File: src/rtl/fifo_wr_arbiter_pkg.sv
// Shared types and helpers for the FIFO write-port arbiter.
// Holds the arbiter state encoding and the mod-N pointer increment.
package fifo_wr_arbiter_pkg;

  typedef enum logic {
    ARB_IDLE   = 1'b0,
    ARB_LOCKED = 1'b1
  } arb_st_t;

  // Increment a round-robin pointer, wrapping at n (n need not be a power of two).
  function automatic int unsigned rr_next(input int unsigned ptr, input int unsigned n);
    return (ptr + 1 >= n) ? 0 : ptr + 1;
  endfunction

endpackage

File: src/rtl/fifo_wr_arbiter_rr_pick.sv
// Combinational rotate-priority encoder: returns the first asserted request
// found when searching base, base+1, ... modulo N_REQ.
module fifo_wr_arbiter_rr_pick #(
  parameter int unsigned N_REQ    = 4,
  parameter int unsigned ID_WIDTH = $clog2(N_REQ)
) (
  input  logic [N_REQ-1:0]    req,
  input  logic [ID_WIDTH-1:0] base,
  output logic                found,
  output logic [ID_WIDTH-1:0] idx
);

  int unsigned cand;

  always_comb begin
    found = 1'b0;
    idx   = '0;
    cand  = 0;
    for (int unsigned k = 0; k < N_REQ; k++) begin
      cand = (32'(base) + k) % N_REQ;
      if (!found && req[ID_WIDTH'(cand)]) begin
        found = 1'b1;
        idx   = ID_WIDTH'(cand);
      end
    end
  end

endmodule

File: src/rtl/fifo_wr_arbiter.sv
// Round-robin write arbiter sharing one syncfifo write port between N_REQ producers.
// A grant is held for a whole packet, capped at MAX_BURST beats, and writes are gated by f_full.
module fifo_wr_arbiter
  import fifo_wr_arbiter_pkg::*;
#(
  parameter int unsigned N_REQ     = 4,
  parameter int unsigned DT_WIDTH  = 8,
  parameter int unsigned MAX_BURST = 4,
  parameter int unsigned ID_WIDTH  = $clog2(N_REQ)
) (
  input  logic                      clk,
  input  logic                      rst,
  input  logic [N_REQ-1:0]          req_vld,
  input  logic [N_REQ-1:0]          req_last,
  input  logic [N_REQ*DT_WIDTH-1:0] req_dt,
  output logic [N_REQ-1:0]          req_rdy,
  input  logic                      f_full,
  output logic                      wrt_en,
  output logic [DT_WIDTH-1:0]       wrt_dt,
  output logic [ID_WIDTH-1:0]       gnt_id,
  output logic                      gnt_act
);

  localparam int unsigned CNT_WIDTH = $clog2(MAX_BURST + 1);

  arb_st_t                st_q, st_d;
  logic [ID_WIDTH-1:0]    owner_q, owner_d;
  logic [ID_WIDTH-1:0]    rr_ptr_q, rr_ptr_d;
  logic [CNT_WIDTH-1:0]   beat_cnt_q, beat_cnt_d;
  logic [N_REQ-1:0]       sel;
  logic                   pick_found;
  logic [ID_WIDTH-1:0]    pick_idx;

  fifo_wr_arbiter_rr_pick #(
    .N_REQ    (N_REQ),
    .ID_WIDTH (ID_WIDTH)
  ) u_rr_pick (
    .req   (req_vld),
    .base  (rr_ptr_q),
    .found (pick_found),
    .idx   (pick_idx)
  );

  // Next-state and one-hot beat select; nothing is accepted during reset or while full.
  always_comb begin
    st_d       = st_q;
    owner_d    = owner_q;
    rr_ptr_d   = rr_ptr_q;
    beat_cnt_d = beat_cnt_q;
    sel        = '0;
    if (!rst && !f_full) begin
      case (st_q)
        ARB_IDLE: begin
          if (pick_found) begin
            sel[pick_idx] = 1'b1;
            if (req_last[pick_idx] || (MAX_BURST == 1)) begin
              rr_ptr_d = ID_WIDTH'(rr_next(32'(pick_idx), N_REQ));
            end else begin
              st_d       = ARB_LOCKED;
              owner_d    = pick_idx;
              beat_cnt_d = CNT_WIDTH'(1);
            end
          end
        end
        ARB_LOCKED: begin
          // An owner gap just waits; only accepted beats advance the count.
          if (req_vld[owner_q]) begin
            sel[owner_q] = 1'b1;
            if (req_last[owner_q] || ((32'(beat_cnt_q) + 32'd1) == MAX_BURST)) begin
              st_d       = ARB_IDLE;
              rr_ptr_d   = ID_WIDTH'(rr_next(32'(owner_q), N_REQ));
              beat_cnt_d = '0;
            end else begin
              beat_cnt_d = beat_cnt_q + CNT_WIDTH'(1);
            end
          end
        end
        default: ;
      endcase
    end
  end

  always_ff @(posedge clk) begin
    if (rst) begin
      st_q       <= ARB_IDLE;
      owner_q    <= '0;
      rr_ptr_q   <= '0;
      beat_cnt_q <= '0;
    end else begin
      st_q       <= st_d;
      owner_q    <= owner_d;
      rr_ptr_q   <= rr_ptr_d;
      beat_cnt_q <= beat_cnt_d;
    end
  end

  // AND-OR data mux; sel is one-hot or zero, so wrt_dt is zero when idle.
  always_comb begin
    wrt_dt = '0;
    for (int i = 0; i < N_REQ; i++) begin
      wrt_dt = wrt_dt | (req_dt[i*DT_WIDTH +: DT_WIDTH] & {DT_WIDTH{sel[i]}});
    end
  end

  assign req_rdy = sel;
  assign wrt_en  = |sel;
  assign gnt_act = (st_q == ARB_LOCKED);
  assign gnt_id  = gnt_act ? owner_q : '0;

endmodule

File: config.mk
export PLATFORM = sky130hd
export DESIGN_NAME = fifo_wr_arbiter
export DESIGN_NICKNAME = d
export VERILOG_FILES = /design/src/rtl/fifo_wr_arbiter_pkg.sv /design/src/rtl/fifo_wr_arbiter_rr_pick.sv /design/src/rtl/fifo_wr_arbiter.sv
export SDC_FILE = /design/constraint.sdc
export NUM_CORES = 1
export LEC_CHECK = 0
export CAP_MARGIN = 10
export CORE_ASPECT_RATIO = 1.25
export CORE_MARGIN = 8
export CORE_UTILIZATION = 30
export DETAILED_ROUTE_END_ITERATION = 6
export PLACE_DENSITY_LB_ADDON = 0.2
export SETUP_SLACK_MARGIN = 0.15
export SLEW_MARGIN = 40
export SYNTH_ARGS = -nofsm -noshare
export SYNTH_HDL_FRONTEND = slang
export SYNTH_SLANG_ARGS = --single-unit
File: constraint.sdc
create_clock -name clk -period 2.85 [get_ports clk]
set_clock_uncertainty 0.1 [all_clocks]
set_input_delay 0.57 -clock clk [delete_from_list [all_inputs] [get_ports clk]]
set_output_delay 0.57 -clock clk [all_outputs]
set_load 0.01 [all_outputs]
==> impl_metrics.csv <==
group,metric,value,unit
critical_path,reg2reg_to,"gnt_act",
routing,drc,0,
worst_hold_path,worstHoldEndpoint,"beat_cnt_q[1]",
synthesis,synth-main-ff-cell,"dfxtp_1",
worst_hold_path,hold_path_class,"register to register",
critical_path,arrival,2.48,ns
routing,finalWirelength,4.68,mm
cts,clk_pin_slew,0.04,ns
routing,first_pass_iters,4,
power,leakagePower,0.000920,uW
routing,avgRoutedWirePerCell,16.8,um
synthesis,synth_top_area_share,14.5,%
finish,syn_to_final_growth,105,%
finish,diodes,0,
synthesis,ys_ff_latch,8,
status,violations,"negative setup slack",
finish,drive_gt1_share,43.9,%
die,coreArea,3510,sq um
power,p_switching,229,uW
power,vdd_drop_max,320,uV
synthesis,synth_nets,197,
routing,vias_per_cell,5.44,
sta,worstMarginPinSlew,0.473,ns
power,combPwrFrac,59.0,%
critical_path,r2r_cells,8,
global_routing,gr-total-overflow,0,
routing,drtIter0Drc,31,
global_routing,grt_pass1_vias,1560,
sta,setup_ws,-0.297,ns
die,fp.dieH,83.9,um
sta,grt_setup_unrepaired,"yes",
synthesis,synthArstFlopShare,0,%
global_routing,grt_start_max_net_pins,12,
sta,slew_headroom,68.4,%
synthesis,synth_area,1100,sq um
critical_path,startpoint_type,"primary input",
power,seqPwrFrac,19.9,%
global_routing,track_usage,15.3,%
critical_path,rrSetupSlack,0.68,ns
critical_path,worstSetupPathType,"primary input to output pin",
sta,layout_min_cycle_time,3.15,ns
finish,final_cell_mix,"clkdlybuf4s50_1 (41), buf_4 (25), a22oi_2 (19), buf_6 (18), nand2_1 (12)",
synthesis,syn-mean-instance-area,7.73,sq um
routing,ant_nets,0,
die,start_util,31.4,%
sta,period_share,110,%
synthesis,synth_warnings,0,
place,place.gp.congestion,0.799,
critical_path,rr_startpoint,"rr_ptr_q[1]",
die,dieArea,5890,sq um
die,row_count,24,
synthesis,yosys.cell_types.count,47,
finish,fin_nets,295,
place,dp.cells,265,
sta,setup_viol_count_final,10,
power,clkPwrFrac,21.1,%
cts,insertion_delay,0.23,ns
synthesis,syn-instance-count,143,
cts,htree_levels,1,
sta,hold_viol,0,
global_routing,grt_pass1_wl,7.58,mm
power,power.internal,422,uW
critical_path,cp-end-kind,"output pin",
die,dieWidth,70.3,um
cts,cts_tree,"built",
status,status,"complete, but fails checks",
place,portBuffers,58,
finish,layout_commonest_cell,"clkdlybuf4s50_1",
finish,final_cells,278,
cts,numCtsBuffers,3,
worst_hold_path,holdPathStages,2,
synthesis,synth_largest_area_cell,"dfxtp_1",
sta,slew_violations,0,
run,maxCapViolations,0,
worst_hold_path,hp-start,"beat_cnt_q[1]",
synthesis,seq_area_frac_synth,14.5,%
power,finalPower,651,uW
sta,clock.fmax,318,MHz
cts,root_buffer,"clkbuf_8",
place,placed_area,2010,sq um
power,powerDensity,288,nW/um^2
finish,stdcell_area,2260,sq um
critical_path,worstPathMaxFanout,4,
finish,fillers,296,
routing,vias,1511,
critical_path,worstPathRequired,2.18,ns
synthesis,yosys-top-cells-area,"dfxtp_1 (14%), ha_1 (12%), a22oi_1 (12%)",
sta,hold_ws,0.429,ns
cts,clock-sinks,8,
synthesis,synth_edf_count,0,
cts,cts_buffer_depth,2,
place,dp_hpwl,3.64,mm
die,ios,59,
cts,hold_buffers,0,
global_routing,antenna_found_initial,0,
power,power_switching_share,35.2,%
## metal layers
metal	routed length (um)	vias to the layer above	share of wire (%)	global-route usage, %
met4	14	0	0.30	3.11
met5	0	-	0	0
met2	2400	78	51	28.4
met3	346	2	7.4	4.40
met1	1920	694	41	16.3
li1	-	737	-	-
## per-stage QoR
| stage | util (%) | worst slack, ns | TNS [ns] |
|---|---|---|---|
| finish | 64.4 | -0.297 | -1.91 |
| global route | 64.4 | -0.338 | -2.61 |
| CTS | 62.5 | -0.334 | -2.34 |
| detailed placement | 57.1 | -1.17 | -13.19 |
| global placement | 57.1 | -1.11 | -12.08 |
| floorplan | - | -0.136 | -0.136 |
## power groups by stage
stage          clock, uW  combinational [uW]  sequential (uW)
2_1_floorplan          0                 163              132
3_3_place_gp           0                 331              130
3_5_place_dp           0                 339              131
4_1_cts              140                 367              129
5_1_grt              146                 416              130
6_report             138                 384              129
## how the worst max path moves through the flow
stage,startpoint,to,slack (ns),cells after the start
global route,req_vld[0],wrt_en,-0.34,9
detailed placement,req_vld[0],wrt_en,-1.17,9
finish,req_vld[0],wrt_en,-0.30,9
global placement,req_vld[0],wrt_en,-1.11,9
floorplan,req_vld[0],wrt_en,-0.14,8
CTS,req_vld[0],wrt_en,-0.33,9
## cell families after synthesis
group	share of synthesized area, %
flops	14.5
simple gates	24.4
fa+ha+maj	12.5
compound gates	38.6
mux	4.98
buf+inv	5.10
## registers in the layout, indices dropped and copies added, names as in the netlist
register    cells
rr_ptr_q        2
owner_q         2
beat_cnt_q      3
gnt_act         1
## area by class of cell
type / count / area [sq um] / share of cell area, %
Multi-Input combinational cell: 122 / 1080 / 47.7
Timing Repair Buffer: 97 / 891 / 39.4
Sequential cell: 8 / 160 / 7.08
Tap cell: 39 / 48.8 / 2.16
Clock buffer: 3 / 41.3 / 1.83
Inverter: 9 / 41.3 / 1.83
## synth_stat cells, types with 3 or more instances
cell type / number
a21oi_1: 11
a22oi_1: 18
dfxtp_1: 8
ha_1: 11
inv_1: 8
nand2_1: 12
nand2b_1: 5
nand3_1: 3
nor2_1: 11
nor2_2: 3
o21ai_0: 5
o21ai_1: 3
## critical path, cell delays in order
cell     delay (ns)
buf_8          0.10
and2_4         0.15
and2_4         0.13
or3_4          0.43
ha_4           0.18
a22oi_2        0.19
nor2_4         0.07
or4_4          0.51
buf_6          0.14
## repair_timing
action	CTS	global route
gates resized for setup	106	14
setup endpoints to repair	13	13
setup buffers	6	1
pin swaps	15	13
cloned	2	1
Power figures use the tool's default switching activity.
